File: src/rtl/regfile_wb_arbiter.sv
// Write-side front end of the register file: per-channel FIFOs for integer and FP
// writeback results, round-robin onto the single write port, plus pending-write masks.
module regfile_wb_arbiter #(
    parameter int DEPTH = 2
) (
    input  logic        clk,
    input  logic        rst_n,
    input  logic        int_valid,
    output logic        int_ready,
    input  logic [4:0]  int_reg,
    input  logic [31:0] int_data,
    input  logic        fp_valid,
    output logic        fp_ready,
    input  logic [4:0]  fp_reg,
    input  logic        fp_double,
    input  logic [31:0] fp_data_0,
    input  logic [31:0] fp_data_1,
    output logic        RegWrite,
    output logic        Fp,
    output logic        double,
    output logic [4:0]  write_reg,
    output logic [31:0] write_data_0,
    output logic [31:0] write_data_1,
    output logic [31:0] int_busy,
    output logic [31:0] fp_busy
);
    localparam int NCH   = 2;
    localparam int CH_FP = 1;
    localparam int AW    = $clog2(DEPTH);

    typedef struct packed {
        logic [4:0]  rd;
        logic        dbl;
        logic [31:0] data_0;
        logic [31:0] data_1;
    } wb_entry_t;

    wb_entry_t [NCH-1:0]            in_entry;
    wb_entry_t [NCH-1:0]            head;
    wb_entry_t [NCH-1:0][DEPTH-1:0] slots;
    logic      [NCH-1:0][DEPTH-1:0] slot_vld;
    logic      [NCH-1:0]            push, pop, full, empty;
    logic      [NCH-1:0][31:0]      busy_c;
    logic                           last_fp;
    logic                           grant_int, grant_fp;

    // Integer entries share the FP layout with dbl and the high word forced to 0.
    assign in_entry[0] = '{rd: int_reg, dbl: 1'b0, data_0: int_data, data_1: 32'd0};
    assign in_entry[1] = '{rd: fp_reg, dbl: fp_double, data_0: fp_data_0,
                           data_1: fp_double ? fp_data_1 : 32'd0};

    assign int_ready = rst_n & ~full[0];
    assign fp_ready  = rst_n & ~full[1];
    // $0 writes complete the handshake but never enter the queue.
    assign push[0]   = int_valid & int_ready & (int_reg != 5'd0);
    assign push[1]   = fp_valid & fp_ready;

    assign grant_int = ~empty[0] & (empty[1] | last_fp);
    assign grant_fp  = ~empty[1] & ~grant_int;
    assign pop       = {grant_fp, grant_int};

    for (genvar c = 0; c < NCH; c++) begin : g_ch
        wb_entry_t [DEPTH-1:0] mem;
        logic [AW-1:0]         rd_ptr, wr_ptr;
        logic [AW:0]           count;

        assign full[c]  = (count == (AW+1)'(DEPTH));
        assign empty[c] = (count == '0);
        assign head[c]  = mem[rd_ptr];
        assign slots[c] = mem;

        for (genvar s = 0; s < DEPTH; s++) begin : g_slot
            assign slot_vld[c][s] = {1'b0, AW'(s) - rd_ptr} < count;
        end

        always_ff @(posedge clk) begin
            if (!rst_n) begin
                rd_ptr <= '0;
                wr_ptr <= '0;
                count  <= '0;
            end else begin
                if (push[c]) begin
                    mem[wr_ptr] <= in_entry[c];
                    wr_ptr      <= wr_ptr + 1'b1;
                end
                if (pop[c])
                    rd_ptr <= rd_ptr + 1'b1;
                case ({push[c], pop[c]})
                    2'b10:   count <= count + 1'b1;
                    2'b01:   count <= count - 1'b1;
                    default: count <= count;
                endcase
            end
        end
    end

    always_ff @(posedge clk) begin
        if (!rst_n) begin
            last_fp      <= 1'b1;
            RegWrite     <= 1'b0;
            Fp           <= 1'b0;
            double       <= 1'b0;
            write_reg    <= '0;
            write_data_0 <= '0;
            write_data_1 <= '0;
        end else if (grant_int || grant_fp) begin
            last_fp      <= grant_fp;
            RegWrite     <= 1'b1;
            Fp           <= grant_fp;
            double       <= head[grant_fp].dbl;
            write_reg    <= head[grant_fp].rd;
            write_data_0 <= head[grant_fp].data_0;
            write_data_1 <= head[grant_fp].data_1;
        end else begin
            RegWrite <= 1'b0;
            Fp       <= 1'b0;
            double   <= 1'b0;
        end
    end

    // A double marks its pair; the 5-bit add wraps r31 onto r0 like the register file.
    always_comb begin
        busy_c = '0;
        for (int c = 0; c < NCH; c++) begin
            for (int s = 0; s < DEPTH; s++) begin
                if (slot_vld[c][s]) begin
                    busy_c[c][slots[c][s].rd] = 1'b1;
                    if (slots[c][s].dbl)
                        busy_c[c][slots[c][s].rd + 5'd1] = 1'b1;
                end
            end
        end
        if (RegWrite) begin
            busy_c[Fp][write_reg] = 1'b1;
            if (double)
                busy_c[Fp][write_reg + 5'd1] = 1'b1;
        end
    end

    assign int_busy = rst_n ? busy_c[0]     : 32'd0;
    assign fp_busy  = rst_n ? busy_c[CH_FP] : 32'd0;

endmodule

File: config.mk
export PLATFORM = sky130hd
export DESIGN_NAME = regfile_wb_arbiter
export DESIGN_NICKNAME = d
export VERILOG_FILES = /design/src/rtl/regfile_wb_arbiter.sv
export SDC_FILE = /design/constraint.sdc
export NUM_CORES = 1
export LEC_CHECK = 0
export CORE_ASPECT_RATIO = 1.5
export CORE_MARGIN = 5
export CORE_UTILIZATION = 39
export DETAILED_ROUTE_END_ITERATION = 12
export GPL_ROUTABILITY_DRIVEN = 0
export PLACE_DENSITY = 0.72
export SLEW_MARGIN = 15
export SYNTH_ARGS = -nofsm -noshare
export SYNTH_HDL_FRONTEND = slang
export SYNTH_SLANG_ARGS = --single-unit
File: constraint.sdc
create_clock -name clk -period 12.95 [get_ports clk]
set_clock_uncertainty 0.05 [all_clocks]
set_input_delay 1.295 -clock clk [delete_from_list [all_inputs] [get_ports clk]]
set_output_delay 1.295 -clock clk [all_outputs]
set_load 0.05 [all_outputs]
* Word-level counts from Yosys, hierarchy flattened
Index checks and enable logic that the tools add are counted.
** Word-level totals
- Bits in registers :: 361
- Input port bits :: 111
** Cells by class
- Add/subtract/negate cells :: 17
- Magnitude comparators :: 33
- Eq/ne operators :: 6
- Mux-type cells :: 52
- Bitwise logic cells :: 21
- Reductions and logical operators :: 22
** Operator list (count)
- $mux 70 :: 8
- $mux 32 :: 13
- $bwmux 140 :: 2
- $or 32x32->32 :: 6
- $demux 70 s1 :: 2
- $mux 64 :: 2
- $or 64x64->64 :: 2
- $demux 32 s1 :: 2
- $lt 5x6->1 const B :: 10
- $demux 1 s5 :: 10
- $ge 5x1->1 const B :: 10
- $add 5x1->5 const B :: 5
- $logic_and 1x1->1 :: 13
- $lt 1x2->1 const B :: 6
- $mux 1 :: 11
- $eq 2x2->1 const B :: 4
- $lt 1x2->1 :: 4
- $pmux 2 s2 :: 2
- $and 1x1->1 :: 7
- $reduce_and 2->1 :: 3
- $not 1->1 :: 5
- $reduce_bool 5->1 :: 1
- $add 1x1->1 const B :: 4
- $add 2x1->2 const B :: 2
- other kinds (8) :: 17

* Logic depth before layout (Yosys ltp)
- Word-level depth :: 17
- Mapped depth :: 8
- Gate-level depth less buffers :: 7

* Worst setup path before layout
OpenSTA, ideal clock, no wires.
- Path kind :: input to register
- From :: input rst_n
- To :: register g_ch[1].mem[0] (netlist name) (enable)
- Setup time :: 499 ps
- Data arrival time :: 4981 ps
- Required time :: 12401 ps
- Path slack :: 7420 ps
- Cell stages on the path :: 4
- Buffers on the path :: 2
- Path through :: clkbuf_1 buf_1 o211ai_2 nor2_1
** Between the ends
- Word-level cells in the longest chain between the ends :: 3
** RTL lines
- start, declared :: RTL line 7 : input logic rst_n,
- $and 1x1->1 :: RTL line 53 : assign fp_ready = rst_n & ~full[1];
- $and 1x1->1 :: RTL line 56 : assign push[1] = fp_valid & fp_ready;
- $reduce_and 2->1 (no line) (*)
- end signal, assigned by index :: RTL line 83 : mem[wr_ptr] <= in_entry[c];
- end, declared :: RTL line 63 : wb_entry_t [DEPTH-1:0] mem;
Every way passes the cells marked *; elsewhere a longest branch is shown, timed or not.
A chain may end at the register's enable or synchronous reset.

* Worst setup path after layout
- From :: input rst_n
- To :: output int_ready
** Between the ends
- Word-level cells in the longest chain between the ends :: 1
** RTL lines
- $and 1x1->1 :: RTL line 52 : assign int_ready = rst_n & ~full[0];
- end, declared :: RTL line 9 : output logic int_ready,
Every way passes these cells.

==> insert_results.sql <==
INSERT INTO impl_metrics (metric_group, metric, value, unit) VALUES
('synth', 'register_area_share_after_synthesis', '0.606', ''),
('setup_path', 'setup.worst_path.end_class', 'primary output', ''),
('cts', 'worst_skew_pair.late_latency', '540', 'ps'),
('cells_and_area', 'finalNetCount', '1426', ''),
('sta', 'fin_tns_setup', '0', 'ps'),
('cells_and_area', 'registers.top_by_ff_count', 'g_ch.mem', ''),
('floorplanning', 'fp.coreArea', '0.0335', 'sq mm'),
('sta', 'slew_headroom', '0.264', ''),
('synth', 'synth_ff_type', 'edfxtp_1', ''),
('cts', 'tritoncts_buffer_count', '27', ''),
('cts', 'clock_tree.root_cell', 'clkbuf_16', ''),
('floorplanning', 'fp.dieH', '236', 'microns'),
('floorplanning', 'placement_rows', '82', ''),
('worst_hold_path', 'worstHoldPathType', 'flop to flop', ''),
('detailed_routing', 'route.final.wire_length', '37.3', 'mm'),
('worst_hold_path', 'whs_endpoint', 'write_data_1[2]', ''),
('synth', 'synthesis.area_per_instance', '12.0', 'sq um'),
('cts', 'total_of_cells_resized_after_clock_tree_synthesis', '0', ''),
('power', 'post-layout-total-power', '3500', 'uW'),
('synth', 'synth.largest_area_cell', 'edfxtp_1', ''),
('place', 'post-place-ws', '7870', 'ps'),
('detailed_routing', 'viasPerCell', '5.65', ''),
('synth', 'yosys.cell_count.top_type', 'edfxtp_1', ''),
('grt', 'grtUsageTotal', '0.186', ''),
('grt', 'grt_pass1_wl', '56.4', 'mm'),
('cts', 'postCtsHoldBufs', '0', ''),
('floorplanning', 'die_w', '161', 'microns'),
('detailed_routing', 'post-route-drc-count', '0', ''),
('sta', 'report.final.hold_viol_count', '0', ''),
('floorplanning', 'die_area', '0.0379', 'sq mm'),
('worst_hold_path', 'worst_hold_path.num_cells', '2', ''),
('cells_and_area', 'multi_input_comb_area', '0.00479', 'sq mm'),
('grt', 'grt_max_degree', '64', ''),
('detailed_routing', 'route.top_layer_used', 'met5', ''),
('setup_path', 'regToRegStartpoint', 'g_ch[1].count[1]', ''),
('synth', 'yosys_register_bits', '295', ''),
('place', 'place.detailed.hpwl', '25.0', 'mm'),
('cells_and_area', 'largest_reg_flops', '214', ''),
('job', 'max-cap-violations', '0', ''),
('sta', 'max_slew.worst_pin.slew', '1100', 'ps'),
('detailed_routing', 'route.vias.total', '9923', ''),
('sta', 'final.setup.worst_slack', '7780', 'ps'),
('grt', 'grt.overflow.total', '0', ''),
('cells_and_area', 'n_fill_cell', '2911', ''),
('setup_path', 'rr_endpoint', 'g_ch[1].mem[113]', ''),
('synth', 'ys_top_cells_by_count', 'edfxtp_1, nand2_1, dfxtp_1, mux2i_1, o21a_1', ''),
('cts', 'ctsLongestPathBuffers', '3', ''),
('cts', 'clkTransAtPathRegs', '60', 'ps'),
('detailed_routing', 'drt_first_iter_violations', '853', ''),
('place', 'post-place-cells', '1703', ''),
('cells_and_area', 'synthToLayoutAreaGrowth', '26.9', '%'),
('synth', 'synth_edf_count', '214', ''),
('synth', 'synthesis.nets', '1219', ''),
('synth', 'synth.lib_cells_used.distinct', '64', ''),
('setup_path', 'worst-r2r-setup-slack', '10040', 'ps'),
('sta', 'fin_crit_sh', '0.399', ''),
('detailed_routing', 'detailroute.wirelength.met3', '2.30', 'mm'),
('setup_path', 'critPathKind', 'input port to primary output', ''),
('floorplanning', 'boundaryPins', '249', ''),
('grt', 'antenna_found_initial', '2', ''),
('power', 'powerDensity', '208', 'mW/mm^2'),
('place', 'port-buffer-count', '248', ''),
('cts', 'postCtsSetupRepairBufs', '0', ''),
('cells_and_area', 'top_registers', 'g_ch.mem: 214 flops, write_data_0: 32 flops, write_data_1: 32 flops', ''),
('synth', 'synth.cell_area', '0.0133', 'sq mm'),
('outcome', 'run_status', 'finished, final reports clean', ''),
('detailed_routing', 'drt_first_pass_iters', '5', ''),
('worst_hold_path', 'holdCritStartpoint', 'write_data_1[2]', ''),
('setup_path', 'setup.worst_path.start_class', 'input port', ''),
('detailed_routing', 'wl_met2', '19.9', 'mm'),
('grt', 'vias_in_the_first_global_route', '9824', '');
[through the flow]
stage | area [sq um] | utilization
2_1_floorplan | 13300 | -
3_3_place_gp | 16000 | 0.476
3_5_place_dp | 16000 | 0.476
4_1_cts | 16800 | 0.501
5_1_grt | 16800 | 0.502
6_report | 16800 | 0.502
[metal layers]
metal | vias up | GRT usage
met4 | 2 | 0.0618
met1 | 4754 | 0.213
li1 | 4636 | -
met3 | 95 | 0.0253
met5 | - | 0
met2 | 436 | 0.353
[worst max-delay path by stage]
| stage | startpoint | to | slack [ps] | depth (start not counted) |
|---|---|---|---|---|
| after floorplan | rst_n | g_ch[1].mem[0] | 7420 | 4 |
| after global placement | rst_n | int_ready | 7910 | 6 |
| after detailed placement | rst_n | int_ready | 7870 | 6 |
| after CTS | rst_n | int_ready | 7860 | 6 |
| after global routing | rst_n | int_ready | 7780 | 6 |
| final | rst_n | int_ready | 7780 | 6 |
[cells by family (layout without fill, tap and decap cells)]
kind of cell	after synthesis	in the layout	synth area share
xor gates and xnor gates	9	9	0.00594
buffers and inverters	97	325	0.0361
and+or+nand+nor	316	316	0.127
adders and majority gates	2	2	0.00188
AOI/OAI and AO/OA	316	316	0.170
DFF	295	295	0.606
muxes	71	71	0.0535
other	0	1	0
[power breakdown]
| group | switching, uW | total (uW) | internal, uW |
|---|---|---|---|
| clock network | 345 | 749 | 404 |
| registers | 151 | 1320 | 1170 |
| logic | 944 | 1430 | 486 |
[placed cells by master, fill, tap and decap left out, drive strengths merged, types with 13 or more instances in the layout]
cell           instances
nor2b                 44
nand2                 87
a211o                 37
inv                   15
a21oi                 47
nor2                  48
o22ai                 52
and2                  35
edfxtp               214
o21ai                 47
a221oi                35
clkinv                13
mux2i                 71
clkbuf                32
dfxtp                 81
clkdlybuf4s50        246
buf                   15
o21a                  52
nor3                  28
[layout make-up]
cell class / instances / area share
clock buffer: 32 / 0.0430
inverter: 14 / 0.00312
antenna: 1 / 0.000149
clock inverter: 18 / 0.00668
sequential: 295 / 0.478
multi-input combinational: 714 / 0.284
tap: 420 / 0.0312
timing repair buffer: 261 / 0.154
[worst max-delay path, cell delays in order]
cell	delay (ps)
buf_2	80
buf_4	530
inv_2	200
buf_4	370
a21oi_1	360
clkdlybuf4s50_1	910
Note: power is estimated with default switching activity, not from simulation.
